--- config.mk ---
export PLATFORM = sky130hd
export DESIGN_NAME = demux1t2_8_buf_flat
export DESIGN_NICKNAME = d
export VERILOG_FILES = /design/src/rtl/demux_pkg.sv /design/src/rtl/demux1t2_8_buf_if.sv /design/src/rtl/demux_slot.sv /design/src/rtl/demux1t2_8_buf.sv /design/src/flat_wrapper.sv
export SDC_FILE = /design/constraint.sdc
export NUM_CORES = 1
export LEC_CHECK = 0
export ABC_AREA = 1
export CORE_UTILIZATION = 49
export CTS_BUF_LIST = sky130_fd_sc_hd__clkbuf_16
export DETAILED_ROUTE_END_ITERATION = 10
export PLACE_DENSITY = 0.83
export SYNTH_ARGS = -nofsm -noshare
export SYNTH_HDL_FRONTEND = slang
export SYNTH_HIERARCHICAL = 1
export SYNTH_SLANG_ARGS = --single-unit
export TNS_END_PERCENT = 1
--- constraint.sdc ---
create_clock -name clk -period 2.36 [get_ports clk]
set_input_delay 0.472 -clock clk [delete_from_list [all_inputs] [get_ports clk]]
set_output_delay 0.472 -clock clk [all_outputs]
set_load 0.1 [all_outputs]
--- src/rtl/demux_pkg.sv ---
// Shared constants for the 1-to-2 buffered demultiplexer.
package demux_pkg;
  localparam int unsigned WIDTH_DEF = 8;
  localparam int unsigned CNTW_DEF  = 8;
  localparam logic        CH0       = 1'b0;
  localparam logic        CH1       = 1'b1;
endpackage

--- src/rtl/demux1t2_8_buf_if.sv ---
// Bus bundle for demux1t2_8_buf: one input stream, two ready/valid output channels.
interface demux1t2_8_buf_if
  import demux_pkg::*;
#(
  parameter int unsigned WIDTH = WIDTH_DEF,
  parameter int unsigned CNTW  = CNTW_DEF
);
  logic [WIDTH-1:0] I;
  logic             s;
  logic             in_valid;
  logic             in_ready;
  logic [WIDTH-1:0] o0;
  logic [WIDTH-1:0] o1;
  logic             o0_valid;
  logic             o1_valid;
  logic             o0_ready;
  logic             o1_ready;
  logic [CNTW-1:0]  cnt0;
  logic [CNTW-1:0]  cnt1;

  modport master (
    output I, s, in_valid, o0_ready, o1_ready,
    input  in_ready, o0, o1, o0_valid, o1_valid, cnt0, cnt1
  );

  modport slave (
    input  I, s, in_valid, o0_ready, o1_ready,
    output in_ready, o0, o1, o0_valid, o1_valid, cnt0, cnt1
  );
endinterface

--- src/rtl/demux_slot.sv ---
// One output channel: single-entry data slot with full flag and delivered-word counter.
module demux_slot
  import demux_pkg::*;
#(
  parameter int unsigned WIDTH = WIDTH_DEF,
  parameter int unsigned CNTW  = CNTW_DEF
) (
  input  logic             clk,
  input  logic             rst_n,
  input  logic             load,
  input  logic [WIDTH-1:0] data_in,
  input  logic             drain_ready,
  output logic [WIDTH-1:0] data,
  output logic             full,
  output logic [CNTW-1:0]  cnt,
  output logic             space_c
);

  logic deliver_c;

  // Slot can take a word if empty or if its current word leaves this cycle.
  assign deliver_c = full & drain_ready;
  assign space_c   = ~full | drain_ready;

  always_ff @(posedge clk or negedge rst_n) begin
    if (!rst_n) begin
      data <= '0;
      full <= 1'b0;
      cnt  <= '0;
    end else begin
      if (load) begin
        data <= data_in;
        full <= 1'b1;
      end else if (deliver_c) begin
        full <= 1'b0;
      end
      if (deliver_c) begin
        cnt <= cnt + CNTW'(1);
      end
    end
  end

endmodule

--- src/rtl/demux1t2_8_buf.sv ---
// 1-to-2 demultiplexer with a one-word output buffer per channel.
module demux1t2_8_buf
  import demux_pkg::*;
#(
  parameter int unsigned WIDTH = WIDTH_DEF,
  parameter int unsigned CNTW  = CNTW_DEF
) (
  input  logic            clk,
  input  logic            rst_n,
  demux1t2_8_buf_if.slave bus
);

  logic space0_c;
  logic space1_c;
  logic in_ready_c;
  logic load0_c;
  logic load1_c;

  // Ready follows only the selected slot; in_valid does not feed back.
  assign in_ready_c   = (bus.s == CH1) ? space1_c : space0_c;
  assign bus.in_ready = in_ready_c;
  assign load0_c      = bus.in_valid & in_ready_c & (bus.s == CH0);
  assign load1_c      = bus.in_valid & in_ready_c & (bus.s == CH1);

  demux_slot #(.WIDTH(WIDTH), .CNTW(CNTW)) u_slot0 (
    .clk        (clk),
    .rst_n      (rst_n),
    .load       (load0_c),
    .data_in    (bus.I),
    .drain_ready(bus.o0_ready),
    .data       (bus.o0),
    .full       (bus.o0_valid),
    .cnt        (bus.cnt0),
    .space_c    (space0_c)
  );

  demux_slot #(.WIDTH(WIDTH), .CNTW(CNTW)) u_slot1 (
    .clk        (clk),
    .rst_n      (rst_n),
    .load       (load1_c),
    .data_in    (bus.I),
    .drain_ready(bus.o1_ready),
    .data       (bus.o1),
    .full       (bus.o1_valid),
    .cnt        (bus.cnt1),
    .space_c    (space1_c)
  );

endmodule

--- src/flat_wrapper.sv ---
// flat-port wrapper written by rule: the top's interface ports become plain ports
module demux1t2_8_buf_flat import demux_pkg::*;
#(
  parameter int unsigned WIDTH = WIDTH_DEF,
  parameter int unsigned CNTW  = CNTW_DEF
)
  (clk, rst_n, bus_I, bus_s, bus_in_valid, bus_o0_ready, bus_o1_ready, bus_in_ready, bus_o0, bus_o1, bus_o0_valid, bus_o1_valid, bus_cnt0, bus_cnt1);
  demux1t2_8_buf_if #(.WIDTH(WIDTH), .CNTW(CNTW)) bus_i ();
  input  logic clk;
  input  logic rst_n;
  input wire logic [$bits(bus_i.I)-1:0] bus_I;
  input wire logic [$bits(bus_i.s)-1:0] bus_s;
  input wire logic [$bits(bus_i.in_valid)-1:0] bus_in_valid;
  input wire logic [$bits(bus_i.o0_ready)-1:0] bus_o0_ready;
  input wire logic [$bits(bus_i.o1_ready)-1:0] bus_o1_ready;
  output wire logic [$bits(bus_i.in_ready)-1:0] bus_in_ready;
  output wire logic [$bits(bus_i.o0)-1:0] bus_o0;
  output wire logic [$bits(bus_i.o1)-1:0] bus_o1;
  output wire logic [$bits(bus_i.o0_valid)-1:0] bus_o0_valid;
  output wire logic [$bits(bus_i.o1_valid)-1:0] bus_o1_valid;
  output wire logic [$bits(bus_i.cnt0)-1:0] bus_cnt0;
  output wire logic [$bits(bus_i.cnt1)-1:0] bus_cnt1;
  assign bus_i.I = bus_I;
  assign bus_i.s = bus_s;
  assign bus_i.in_valid = bus_in_valid;
  assign bus_i.o0_ready = bus_o0_ready;
  assign bus_i.o1_ready = bus_o1_ready;
  assign bus_in_ready = bus_i.in_ready;
  assign bus_o0 = bus_i.o0;
  assign bus_o1 = bus_i.o1;
  assign bus_o0_valid = bus_i.o0_valid;
  assign bus_o1_valid = bus_i.o1_valid;
  assign bus_cnt0 = bus_i.cnt0;
  assign bus_cnt1 = bus_i.cnt1;
  demux1t2_8_buf #(.WIDTH(WIDTH), .CNTW(CNTW)) u_core (.clk(clk), .rst_n(rst_n), .bus(bus_i));
endmodule
Word level (Yosys, flattened, before mapping)
Cells that the tools add are included.

storage, ports and cells
  bits in registers = 34
  input port bits = 14
  output and inout bits = 35
  word-level logic and storage cells = 25

operators by class
  add/sub/neg operators = 2
  mux-type cells = 5
  bitwise logic cells = 10
  reductions and logical operators = 2

operator list
  operator                                     number
  adder 8 x 1 -> 8 bit, second input constant  2
  bitwise AND 1 bit                            5
  2-to-1 mux 1 bit                             5
  nonzero test 2 bit                           2
  inverter 1 bit                               3
  bitwise OR 1 bit                             2

Logic depth before layout (Yosys ltp)
  word-level depth = 6
  gate-level depth with buffers = 8
  depth with buffers taken out = 7

Modules after synthesis
The synthesis kept the hierarchy.

modules (own cells, without submodules)
  module          instances  cells each  area an instance (µm²)  seq. area each (µm²)
  demux_slot      2          89          759.5                   425.4
  demux1t2_8_buf  1          7           31.3                    0.0

Worst setup path before layout
No wires, ideal clock.

  path type = register to output
  from = register u_core.u_slot0.full
  to = output bus_in_ready
  arrival = 1.815 ns
  required time = 1.888 ns
  setup slack = 0.073 ns
  cell stages (with the launch flop) = 4
  path buffers = 0
  cell sequence = dfrtp_1 > nand2_1 > nand2_2 > nand2_1

on the way
  word-level cells in the longest chain between the ends = 3

RTL lines
  item                      RTL line              source
  start: declaration        demux_slot.sv:14      output logic full,
  start signal: assignment  demux_slot.sv:28      full <= 1'b0;
  start signal: assignment  demux_slot.sv:33      full <= 1'b1;
  start signal: assignment  demux_slot.sv:35      full <= 1'b0;
  inverter 1 bit            demux_slot.sv:23      assign space_c = ~full | drain_ready;
  bitwise OR 1 bit          demux_slot.sv:23
  via u_core.space0_c       demux1t2_8_buf.sv:13  logic space0_c;
  2-to-1 mux 1 bit          demux1t2_8_buf.sv:20  assign in_ready_c = (bus.s == CH1) ? space1_c : space0_c;
  end: declaration          flat_wrapper.sv:16    output wire logic [$bits(bus_i.in_ready)-1:0] bus_in_ready;

The timed path passes the listed nets, and every way through them passes these cells.

Worst setup path in the final report
  from = input bus_o1_ready
  to = output bus_in_ready

on the way
  word-level cells in the longest chain between the ends = 2

RTL lines
  item                 RTL line              source
  start: declaration   flat_wrapper.sv:15    input wire logic [$bits(bus_i.o1_ready)-1:0] bus_o1_ready;
  bitwise OR 1 bit     demux_slot.sv:23
  via u_core.space1_c  demux1t2_8_buf.sv:14  logic space1_c;
  2-to-1 mux 1 bit     demux1t2_8_buf.sv:20

The timed path passes the listed nets, and every way through them passes these cells.

==> metrics.csv <==
stage,metric,value,unit
sta,fin_crit_sh,0.850,
synth,ys.flop_type,dfrtp_1,
sta,clock_skew,2.93,ps
power_and_ir_drop,clock_power_share,0.216,
placed_design,port-buffer-count,48,
clocking,cts_made_buffers,5,
power_and_ir_drop,peakVddDrop,0.808,mV
synth,yosysMostFrequentCell,nand2_1,
global_route,grtUsageTotal,0.211,
drt,viasPerCell,4.46,
worst_setup_path,cp_max_fo,3,
floorplan,die_h,58.2,microns
clocking,cts_tree,built,
cells_and_area,area_delta_synth_final,39.4,%
cells_and_area,seq_area,851,sq um
worst_setup_path,critical-path-max-stage-delay,550,ps
cells_and_area,drive_gt1_frac,0.231,
clocking,clock_latency,280,ps
synth,async_reset_ff_frac,1.00,
worst_setup_path,start_kind,primary input,
synth,synth_cell_types,15,
global_route,antenna_found_initial,0,
sta,setup_viol,0,
power_and_ir_drop,power.switching,1.45,mW
drt,vias,1275,
placed_design,dpl-instance-area,2020,sq um
clocking,htree_num_levels,2,
clocking,cts.hold.buffers_added,0,
power_and_ir_drop,pwr-share-seq,0.298,
sta,slew_headroom,0.725,
sta,finalHoldViolCount,0,
drt,drt_iter0_drc,56,
synth,synth.area.top_cells,"dfrtp_1, nand2_1, inv_1, nor2_1, nor2_4",
clocking,clkTransAtPathRegs,50,ps
clocking,post-cts-setup-buffer-count,0,
sta,rsz0062_at_grt,no,
sta,setup_tns,0,ps
sta,fmax,499,MHz
sta,final_max_slew_viol_count,0,
clocking,cts-resized-gates,0,
synth,synthTopCellsByCount,"nand2_1, dfrtp_1, inv_1",
worst_setup_path,cp_slowest_cell,clkdlybuf4s50_1,
sta,min_period,2010,ps
worst_setup_path,cp.required,1890,ps
placed_design,place_hpwl,2170,microns
global_route,grt_max_degree,35,
synth,synth_top_area_share,0.549,
cells_and_area,diodes,0,
floorplan,core-area,3030,sq um
synth,synth_warnings,6,
floorplan,pin_count,49,
synth,ys_ff_latch,34,
cells_and_area,nets,257,
cells_and_area,design_area,2160,sq um
clocking,clk_path_buf_depth,2,
synth,synth_nets,201,
cells_and_area,fin_cells,286,
worst_setup_path,path_cells,clkdlybuf4s50_1 > inv_1 > nand2_1 > nand2_1 > nand2_1 > buf_12,
synth,synth_largest_area_cell,dfrtp_1,
global_route,grt_first_pass_wirelength,5170,microns
clocking,cts_root_buf,clkbuf_16,
drt,drc,0,
status,status,completed,
synth,avgSynthCellArea,8.38,sq um
worst_setup_path,critPathMostFrequentCell,nand2_1,
worst_hold_path,min_path_type,register to register,
power_and_ir_drop,pwr_density_cell,1300,nW/um^2
worst_setup_path,cp.arrival,1530,ps
synth,synth_area,1550,sq um
flow_run,max-cap-violations,0,
power_and_ir_drop,p_leak,1.18,nW
power_and_ir_drop,p_int,1.35,mW
clocking,cts.sinks,34,
placed_design,dp_worst_setup_slack,345,ps
floorplan,die-area,3390,sq um
drt,wl_per_cell,10.4,microns
sta,setup_ws,355,ps
drt,ant_nets,0,
worst_setup_path,crit_type,primary input to primary output,
placed_design,dp_cells,278,
placed_design,gp_congestion,0.732,
sta,worst_pin_slew,412,ps
floorplan,rows,20,
synth,synth_edf_count,0,
power_and_ir_drop,comb_power_share,0.486,
worst_setup_path,end_kind,primary output,
floorplan,initial_core_util,0.512,
floorplan,fp.dieW,58.2,microns
cells_and_area,fin_util,0.714,
global_route,gr-total-overflow,0,
synth,synthCells,185,
global_route,grt_pass1_vias,1217,
drt,firstDrtPassIters,4,
synth,synth_seq_area_share,0.549,
power_and_ir_drop,swShare,0.517,
drt,wirelength,2970,microns
cells_and_area,fillers,254,
cells_and_area,multi_input_area,599,sq um
-- layout by cell type (no fill, tap or decap) --
master and n:
nand2_1 80, buf_4 37, dfrtp_1 34, inv_1 23, clkdlybuf4s50_1 13, nor2_1 13, nand3_1 8, clkbuf_16 5
nor2_4 4, xor2_1 4, xnor2_1 4, clkinv_1 3, nand2_2 3, nor2_2 3, nand2_4 2, o21ai_1 2
ha_1 2, clkinv_2 1, buf_12 1
-- through the flow --
step           power, mW  hold slack (ps)
3_3_place_gp        2.19              458
2_1_floorplan       1.90              176
5_1_grt             2.92              506
6_report            2.80              473
3_5_place_dp        2.21              460
4_1_cts             2.83              473
-- power by group through the flow --
stage                     clock, mW  combinational [mW]  sequential (mW)
after CTS                     0.621                1.37            0.836
after floorplan                   0               0.211             1.69
after detailed placement          0                1.37            0.842
final                         0.605                1.36            0.833
after global placement            0                1.35            0.843
after global routing          0.641                1.43            0.855
-- worst max-delay path: cells and delay by family --
kind | cells | cell delay [ps]
buffers and inverters | 3 | 790
and+or+nand+nor | 3 | 260
-- per-layer routing --
layer | wire length, microns | part of all wire | GRT usage | up-vias
met4 | 53 | 0.018 | 0.0816 | 0
met5 | 0 | 0 | 0 | -
li1 | - | - | - | 659
met2 | 1380 | 0.47 | 0.351 | 39
met1 | 1330 | 0.45 | 0.233 | 571
met3 | 202 | 0.068 | 0.100 | 6
-- sequential cells by signal, summed over array words and instances, names as in the netlist --
register,cells
u_core/u_slot0/full,1
u_core/u_slot0/cnt,8
u_core/u_slot0/data,8
u_core/u_slot1/full,1
u_core/u_slot1/cnt,8
u_core/u_slot1/data,8
-- final timing paths --
kind                       cells after the start                   start                endpoint  slack (ps)
min in group asynchronous                      2                   rst_n   u_core/u_slot1/cnt[3]         610
hold reg to reg                                2  u_core/u_slot0/data[4]  u_core/u_slot0/data[4]         470
setup reg to reg                               6     u_core/u_slot0/full  u_core/u_slot0/data[2]        1040
setup / recovery                               6            bus_o1_ready            bus_in_ready         350
max in group asynchronous                      2                   rst_n  u_core/u_slot1/data[4]        1460
hold / removal                                 2  u_core/u_slot0/data[4]  u_core/u_slot0/data[4]         470
-- final cells by class --
cell class                 instances  area share
sequential                        34       0.394
timing repair buffer              51       0.198
inverter                          24      0.0417
clock inverter                     3     0.00579
tap                               44      0.0255
clock buffer                       5      0.0579
multi-input combinational        125       0.277
-- kinds of logic after synthesis --
| logic type | Yosys count | synth area share |
|---|---|---|
| compound gates | 2 | 0.00646 |
| xor+xnor | 8 | 0.0452 |
| fa+ha+maj | 2 | 0.0161 |
| buf+inv | 26 | 0.0646 |
| flops | 34 | 0.549 |
| simple gates | 113 | 0.319 |
(Power assumes the default switching activity.)
